===== config.mk =====
export PLATFORM = sky130hd
export DESIGN_NAME = seq_shift_add_multiplier
export DESIGN_NICKNAME = d
export VERILOG_FILES = /design/src/rtl/seq_shift_add_multiplier.sv
export SDC_FILE = /design/constraint.sdc
export NUM_CORES = 1
export LEC_CHECK = 0
export ABC_AREA = 1
export CAP_MARGIN = 15
export CORE_AREA = 2 2 63 110
export DETAILED_ROUTE_END_ITERATION = 7
export DIE_AREA = 0 0 65 112
export GPL_TIMING_DRIVEN = 0
export PLACE_DENSITY = 0.46
export SYNTH_ARGS = -nofsm -noshare
export SYNTH_HDL_FRONTEND = slang
export SYNTH_SLANG_ARGS = --single-unit

===== constraint.sdc =====
create_clock -name clk -period 4.3 [get_ports clk]
set_input_delay 0.645 -clock clk [delete_from_list [all_inputs] [get_ports clk]]
set_output_delay 0.645 -clock clk [all_outputs]
set_load 0.05 [all_outputs]

===== src/rtl/seq_shift_add_multiplier.sv =====
// Sequential unsigned shift-and-add multiplier: one partial product per clock, start/busy/done handshake.
// Optional macro EARLY_TERM_EN ends the run as soon as the remaining multiplier bits are all zero.
module seq_shift_add_multiplier #(
   parameter int WIDTH = 4
) (
   input  logic               clk,
   input  logic               rst_n,
   input  logic               start,
   input  logic [WIDTH-1:0]   A,
   input  logic [WIDTH-1:0]   B,
   output logic               busy,
   output logic               done,
   output logic [2*WIDTH-1:0] P
);
   // state  | meaning
   // S_IDLE | waiting for start; operands captured on an accepted start
   // S_RUN  | one shift-and-add step per clock
   // S_DONE | one-cycle done pulse; P already holds the product
   localparam int CW = $clog2(WIDTH + 1);

   typedef enum logic [1:0] {S_IDLE, S_RUN, S_DONE} state_t;

   state_t             state_q;
   logic [2*WIDTH-1:0] mcand_q;
   logic [2*WIDTH-1:0] acc_q;
   logic [2*WIDTH-1:0] p_q;
   logic [WIDTH-1:0]   mq_q;
   logic [CW-1:0]      cnt_q;
   logic               busy_q;
   logic               done_q;

   logic [2*WIDTH-1:0] acc_d;
   logic [WIDTH-1:0]   mq_d;
   logic               last_step;

   always_comb begin
      acc_d = mq_q[0] ? (acc_q + mcand_q) : acc_q;
      mq_d  = mq_q >> 1;
`ifdef EARLY_TERM_EN
      last_step = (cnt_q == CW'(WIDTH - 1)) || (mq_d == '0);
`else
      last_step = (cnt_q == CW'(WIDTH - 1));
`endif
   end

   always_ff @(posedge clk or negedge rst_n) begin
      if (!rst_n) begin
         state_q <= S_IDLE;
         mcand_q <= '0;
         acc_q   <= '0;
         p_q     <= '0;
         mq_q    <= '0;
         cnt_q   <= '0;
         busy_q  <= 1'b0;
         done_q  <= 1'b0;
      end else begin
         case (state_q)
            S_IDLE: begin
               done_q <= 1'b0;
               if (start) begin
                  mcand_q <= {{WIDTH{1'b0}}, A};
                  mq_q    <= B;
                  acc_q   <= '0;
                  cnt_q   <= '0;
                  busy_q  <= 1'b1;
                  state_q <= S_RUN;
               end
            end
            S_RUN: begin
               acc_q   <= acc_d;
               mcand_q <= mcand_q << 1;
               mq_q    <= mq_d;
               cnt_q   <= cnt_q + 1'b1;
               if (last_step) begin
                  p_q     <= acc_d;
                  done_q  <= 1'b1;
                  state_q <= S_DONE;
               end
            end
            S_DONE: begin
               done_q  <= 1'b0;
               busy_q  <= 1'b0;
               state_q <= S_IDLE;
            end
            default: begin
               done_q  <= 1'b0;
               busy_q  <= 1'b0;
               state_q <= S_IDLE;
            end
         endcase
      end
   end

   assign busy = busy_q;
   assign done = done_q;
   assign P    = p_q;

endmodule

After elaboration in Yosys (flattened, before gate mapping)
Cells that the tools add are included.

$add $sub $neg: 2. Equal/unequal tests: 4. Muxes and demuxes: 16. Bitwise logic cells: 1. Reductions and logical operators: 6.

Operators with widths (number): $pmux W8 S2 (2); $mux W8 (3); $add A8 B8 Y8 (1); $pmux W4 S2 (1); $reduce_and A2 Y1 (4); $pmux W3 S2 (1); $mux W2 (2); $mux W4 (1); $ne A2 B2 Y1 const B (2); $pmux W2 S2 (1); $add A3 B1 Y3 const B (1); $eq A3 B2 Y1 const B (1); $mux W1 (3); $mux W3 (1); $eq A2 B1 Y1 const B (1); $logic_not A2 Y1 (1); $pmux W1 S2 (1); $reduce_bool A2 Y1 (1); $not A1 Y1 (1).

Register bits after elaboration: 35. Bits of input ports: 11. Output and inout bits: 10. Logic and storage cells: 37.

Depth between registers and ports, before layout
Gate-level depths: netlist (run 1).

Depth after elaboration: 3. Depth in mapped cells: 10. Mapped depth without buffers: 10.

Worst setup path before layout (run 1)
Ideal clock, no wire load.

Kind: reg2reg. Start point: register mcand_q[0]. End point: register p_q[6], in the netlist P[6]. Library setup time: 0.118 ns. Data arrival time: 1.487 ns. Data required time: 4.182 ns. Setup slack: 2.695 ns. Stages on the path, launching flop included: 11. Path buffers: 0. Period minus slack after synthesis: 1.605 ns. Cell sequence: dfrtp_1 -> ha_1 -> fa_1 -> nand2_1 -> nand3_1 -> nand3_1 -> nand2_1 -> nand2_1 -> nand3_1 -> nand3_1 -> nand2_1.

Longest elaborated chain between the ends: 2.

RTL lines: from (decl) (RTL line 24) `logic [2*WIDTH-1:0] mcand_q;`; from (signal assigned) (RTL line 61) `mcand_q <= {{WIDTH{1'b0}}, A};`; from (signal assigned) (RTL line 71) `mcand_q <= mcand_q << 1;`; $add A8 B8 Y8 (RTL line 37) `acc_d = mq_q[0] ? (acc_q + mcand_q) : acc_q;`; $mux W8 (RTL line 37); to (signal assigned) (RTL line 51) `p_q <= '0;`; to (signal assigned) (RTL line 75) `p_q <= acc_d;`; to (decl) (RTL line 26) `logic [2*WIDTH-1:0] p_q;`.

Every way passes these cells. A chain may end at the register's enable or synchronous reset.

Final worst setup path (run 1)
Start point: register p_q[3], in the netlist P[3]. End point: output P[3].

RTL lines: to (decl) (RTL line 13) `output logic [2*WIDTH-1:0] P`.

No word-level cell between the ends.

==> results of run 1 <==
-- final timing paths --
| path | start | endpoint | slack [ns] | depth (start not counted) |
|---|---|---|---|---|
| worst max register to register | mcand_q[0] | P[6] | 2.44 | 10 |
| worst max-delay path | P[3] | P[3] | 2.21 | 1 |
| min in group clk | P[0] | P[0] | 0.48 | 2 |
| worst min register to register | P[0] | P[0] | 0.48 | 2 |
| max in group asynchronous | rst_n | acc_q[6] | 3.33 | 1 |
| worst min-delay path | rst_n | P[5] | 0.45 | 1 |
-- power groups by stage --
stage | Clock [µW] | Combinational, µW | Sequential [µW]
after floorplan | 0 | 733 | 716
after global placement | 0 | 1150 | 589
after detailed placement | 0 | 1160 | 594
after CTS | 484 | 1160 | 589
after global routing | 493 | 1270 | 608
final | 470 | 1130 | 585
-- stage by stage --
stage,hold slack [ns],std cells
floorplan,0.349,217
global placement,0.456,319
detailed placement,0.464,319
CTS,0.478,327
global route,0.508,327
finish,0.449,327
-- cells by family (layout without fill, tap and decap cells) --
logic type               Yosys count  count (layout)  synth area share, %
AO/OA/AOI/OAI                     35              35                 11.7
adder cells (fa/ha/maj)           10              10                 6.90
XOR/XNOR                           1               1                0.456
flip-flops                        35              35                 45.6
buffers and inverters             33              61                 9.24
AND/OR/NAND/NOR                  103             103                 26.2
-- sequential cells by signal (all words and copies together), names as in the netlist --
name	flops
mq_q	4
mcand_q	8
state_q	2
done	1
P	8
acc_q	8
busy	1
cnt_q	3
-- cell type report --
cell class	instances	area, µm²
tap	82	103
timing repair buffer	20	195
sequential	35	876
clock buffer	6	129
inverter	26	100
buffer	7	77.6
multi-input combinational	149	868
fill	670	3980
clock inverter	2	60.1
-- routing by layer --
| metal | wire length, µm | share of wire, % | global-route usage [%] | vias to the layer above |
|---|---|---|---|---|
| met3 | 84 | 1.9 | 3.03 | 9 |
| met1 | 1630 | 37 | 14.1 | 710 |
| met2 | 2480 | 57 | 25.7 | 18 |
| li1 | - | - | - | 754 |
| met5 | 0 | 0 | 0 | - |
| met4 | 185 | 4.2 | 9.08 | 0 |
-- placed cells by master (no fill, tap or decap), drive strengths merged --
cell | netlist | final
nand2 | 65 | 65
dfrtp | 35 | 35
inv | 26 | 26
o21ai | 23 | 23
clkdlybuf4s50 | 0 | 19
nand3 | 18 | 18
nor2 | 14 | 14
ha | 9 | 9
buf | 7 | 8
o22ai | 6 | 6
clkbuf | 0 | 6
a21oi | 4 | 4
or2 | 4 | 4
bufinv | 0 | 2
nand3b | 2 | 2
o221ai | 1 | 1
xnor2 | 1 | 1
a22o | 1 | 1
fa | 1 | 1
==> results.toml, run 1 <==
[pwr]
total_switching_power_uw = 941
power.share.sequential_pct = 26.7
fin_total_pwr_uw = 2190
power_frac_clock_pct = 21.5
power_density_cells_nw_per_um2 = 909
worst_ir_drop_vdd_mv = 0.365
p_comb_share_pct = 51.8
swShare_pct = 43.0
intPower_uw = 1250
leak_pwr_uw = 0.00117

[global_routing]
grt_pass1_vias = 1565
grt_antenna_before_repair = 0
grt_first_pass_wirelength_um = 7590
grtUsageTotal_pct = 14.2
globalRoute.totalOverflow = 0
grt_start_max_net_pins = 36

[place]
dpl-instance-area_um2 = 2220
port_buffers = 20
gp_congestion = 0.810
detailed_placement_hpwl_um = 3390
dp_worst_setup_slack_ns = 2.41

[setup_path]
slowest_stage = "clkdlybuf4s50_1"
worstPathBufferInverterCount = 1
critical_path_required_ns = 3.65
timing.critical_path.arrival_ns = 1.44
worstPathMaxFanout = 2
cell_chain_of_the_critical_path = "clkdlybuf4s50_1"
critical-path-top-delay-family = "buffers and inverters"
longest_individual_stage_delay_on_the_worst_path_ns = 0.80
critPathCaptureType = "output port"
worstSetupStartpointType = "register"
cp_class = "reg2out"

[routing]
drt-initial-drc-count = 40
vias = 1491
vias_per_cell = 4.56
finalWirelength_um = 4380
drt_pre_antenna_iters = 4
wl_per_cell_um = 13.4
drt_drc_violations_left = 0
ant_nets = 0

[timing]
setup_repair_after_global_routing_missed_its_margin = "false"
setup-violations-final = 0
final-hold-violation-count = 0
maxSlewHeadroom_pct = 46.1
worstMarginPinSlew_ns = 0.808
setup_tns_ns = 0
finClkSkew_ns = 0.00261
final.setup.worst_slack_ns = 2.21
finalWorstPathRequiredPeriod_ns = 2.09
slew_violations = 0
fin_crit_sh_pct = 48.5
timing.fmax_mhz = 479

[synth]
synth-edff-count = 0
synthCells = 217
yosys.area.top_type_share_pct = 45.6
synth.cell_area_um2 = 1920
synth-async-reset-ratio_pct = 100
netlist.top_cell.by_area = "dfrtp_1"
syn_nets = 238
synth.avg_cell_area_um2 = 8.86
synth-seq-area-share_pct = 45.6
synth-warning-count = 0
yosys_most_used_dff = "dfrtp_1"
synth.distinct_cells = 31
synth.most_common_cell = "nand2_1"
synth.top_cells.by_area = "dfrtp_1, nand2_1, ha_1"
post_synth_most_frequent_cells = "nand2_1, dfrtp_1, inv_1"
postSynthRegisterBits = 35

[floorplan]
rows = 39
initial_core_util_pct = 30.1
core_region_area_um2 = 6390
die_w_um = 65
floorplan_die_height_um = 112
i_o_pin_total = 21
die_area_um2 = 7280

[clocking]
clk_pin_slew_ns = 0.05
clock_tree.buffer_depth = 2
clk_lat_worst_skew_ns = 0.28
cts-buffers-inserted = 5
clock_sink_count = 35
ctsResizeCount = 0
cts.hold.buffers_added = 0
cts.repair_timing.setup_buffer_count = 0
h-tree-depth = 2
cts_tree = "done"
root_buffer = "clkbuf_16"

[final_layout]
final_net_count = 265
share_of_the_core_filled_with_cells_pct = 37.7
insertedDiodeCount = 0
layout-drive-gt1-share_pct = 18.4
layout.cell_area.non_filler_um2 = 2410
area_growth_pct = 25.3

[run_status]
outcome = "complete, no violations"

[run]
drv_cap = 0

[hold_path]
hp-class = "in2async"
Power figures use the tool's default switching activity.
==> run 2, diff against run 1 <==
--- a/config.mk
+++ b/config.mk
@@ -11,7 +11,7 @@
 export DETAILED_ROUTE_END_ITERATION = 7
 export DIE_AREA = 0 0 65 112
 export GPL_TIMING_DRIVEN = 0
-export PLACE_DENSITY = 0.46
+export PLACE_DENSITY = 0.48
 export SYNTH_ARGS = -nofsm -noshare
 export SYNTH_HDL_FRONTEND = slang
 export SYNTH_SLANG_ARGS = --single-unit
==> constraint.sdc (replaced) <==
create_clock -name clk -period 1.78 [get_ports clk]
set_input_delay 0.267 -clock clk [delete_from_list [all_inputs] [get_ports clk]]
set_output_delay 0.267 -clock clk [all_outputs]
set_load 0.05 [all_outputs]
==> run 2 against run 1 <==
Net effect: non-clock buffer count increased by 1; first-iteration DRC count increased by 30%; core utilization increased by 0.37 points; critical path type unchanged; final cell count increased by 0.31%; cell area increased by 0.99%; wire length decreased by 0.94%.
==> results.toml, run 2 (synthesis results as in run 1) <==
[setup_path]
worstPathBufferInverterCount = 1
critical-path-top-delay-family = "buffers and inverters"
worstSetupStartpointType = "register"
cell_chain_of_the_critical_path = "clkdlybuf4s50_1"
reg2reg_from = "mcand_q[0]"
timing.critical_path.arrival_ns = 1.45
critical_path_required_ns = 1.51
slowest_stage = "clkdlybuf4s50_1"
longest_individual_stage_delay_on_the_worst_path_ns = 0.81
cp_class = "reg2out"
worstPathMaxFanout = 2
worstRegToRegCells = 10
critPathCaptureType = "output port"
r2r_end = "P[6]"
ff2ff_setup_slack_ns = 0.09

[place]
gp_congestion = 0.813
detailed_placement_hpwl_um = 3290
place.detailed.instances = 319
dpl-instance-area_um2 = 2220
port_buffers = 20

[final_layout]
layout-drive-gt1-share_pct = 23.2
layout.cell_area.non_filler_um2 = 2430
layoutNonFillerInstCount = 328
mostFrequentLayoutCell = "nand2_1"
final_net_count = 266
mostFrequentLayoutCells = "nand2_1, dfrtp_1, inv_1"
share_of_the_core_filled_with_cells_pct = 38.1
insertedDiodeCount = 0
final.fill_count = 665
area_growth_pct = 26.6

[run_status]
outcome = "complete, no violations"

[pwr]
power_density_cells_nw_per_um2 = 2150
worst_ir_drop_vdd_mv = 0.947
leak_pwr_uw = 0.00117

[global_routing]
grt_pass1_vias = 1614
grt_busiest_layer = "met2"
grt_util_met3_pct = 2.42
grt_first_pass_wirelength_um = 7620
grt_start_max_net_pins = 36
grt_antenna_before_repair = 0
globalRoute.totalOverflow = 0
groute.layer.met2.usage_pct = 26.5
grtUsageTotal_pct = 13.9
use_met1_pct = 14.5

[floorplan]
die_area_um2 = 7280
floorplan_die_height_um = 112
initial_core_util_pct = 30.1
die_w_um = 65
rows = 39
core_region_area_um2 = 6390
i_o_pin_total = 21

[routing]
vias_per_cell = 4.52
drt_drc_violations_left = 0
wl_per_cell_um = 13.2
vias = 1484
drt-initial-drc-count = 52
ant_nets = 0
drt_pre_antenna_iters = 4
finalWirelength_um = 4340

[timing]
finalWorstPathRequiredPeriod_ns = 1.72
timing.fmax_mhz = 583
worstMarginPinSlew_ns = 0.816
maxSlewHeadroom_pct = 45.6
setup_tns_ns = 0
finClkSkew_ns = 0.00651
setup-violations-final = 0
slew_violations = 0
final-hold-violation-count = 0
fin_crit_sh_pct = 96.4

[clocking]
root_buffer = "clkbuf_16"
clk_lat_worst_skew_ns = 0.28
cts.hold.buffers_added = 0
clock_tree.buffer_depth = 2
clock_sink_count = 35
clk_pin_slew_ns = 0.06
h-tree-depth = 2
cts_tree = "done"
cts-buffers-inserted = 5

[hold_path]
hp-class = "in2async"

[run]
drv_cap = 0
## run 2: cell count changes in the layout (fill, tap and decap cells not counted), sizes merged
cell / previous run / this run
clkbuf: 6 / 5
clkinv: 0 / 2
bufinv: 2 / 1
buf: 8 / 9
## run 2: area by class of cell
| class | instances | area [µm²] | share of cell area (%) |
|---|---|---|---|
| Multi-Input combinational cell | 149 | 905 | 37.2 |
| Timing Repair Buffer | 21 | 203 | 8.33 |
| Buffer | 7 | 77.6 | 3.19 |
| Tap cell | 82 | 103 | 4.22 |
| Clock buffer | 5 | 125 | 5.14 |
| Sequential cell | 35 | 876 | 36.0 |
| Clock inverter | 3 | 43.8 | 1.80 |
| Inverter | 26 | 100 | 4.12 |
## run 2: routing by layer
layer | part of all wire [%] | vias up | wire length, µm
li1 | - | 765 | -
met1 | 39 | 702 | 1710
met2 | 57 | 12 | 2490
met3 | 1.5 | 5 | 64
met4 | 1.8 | 0 | 78
met5 | 0 | - | 0
## run 2: how the worst max path moves through the flow
stage / from / endpoint / slack (ns) / cells after the start
2_1_floorplan: mcand_q[0] / P[6] / 0.17 / 10
3_3_place_gp: rst_n / P[4] / -0.46 / 1
3_5_place_dp: mcand_q[0] / P[6] / -0.07 / 10
4_1_cts: mcand_q[0] / P[6] / 0.03 / 10
5_1_grt: mcand_q[0] / P[6] / -0.009 / 10
6_report: P[6] / P[6] / 0.06 / 1
## run 2: repair_timing
| action | 4_1_cts | 5_1_grt |
|---|---|---|
| setup buffers | 1 | 0 |
| gates resized for setup | 5 | 6 |
| pin swaps | 2 | 1 |
| hold endpoints to repair | 0 | 0 |
| gates cloned | 0 | 0 |
| endpoints found under the setup margin | 4 | 5 |
## run 2: report_power, final
| group | leakage (µW) | internal [µW] | total, µW | switching [µW] |
|---|---|---|---|---|
| logic | 0.000644 | 1090 | 2800 | 1710 |
| clock network | 0.0000838 | 660 | 995 | 336 |
| registers | 0.000442 | 1150 | 1420 | 266 |
| total | 0.00117 | 2900 | 5220 | 2310 |
## run 2: metrics by stage
step	worst slack, ns	power (µW)	hold WS (ns)
after floorplan	0.175	3500	-0.0286
after global placement	-0.458	4190	0.458
after detailed placement	-0.0748	4220	0.415
after CTS	0.0304	5270	0.120
after global routing	-0.00927	5670	0.160
final	0.0638	5220	0.0777
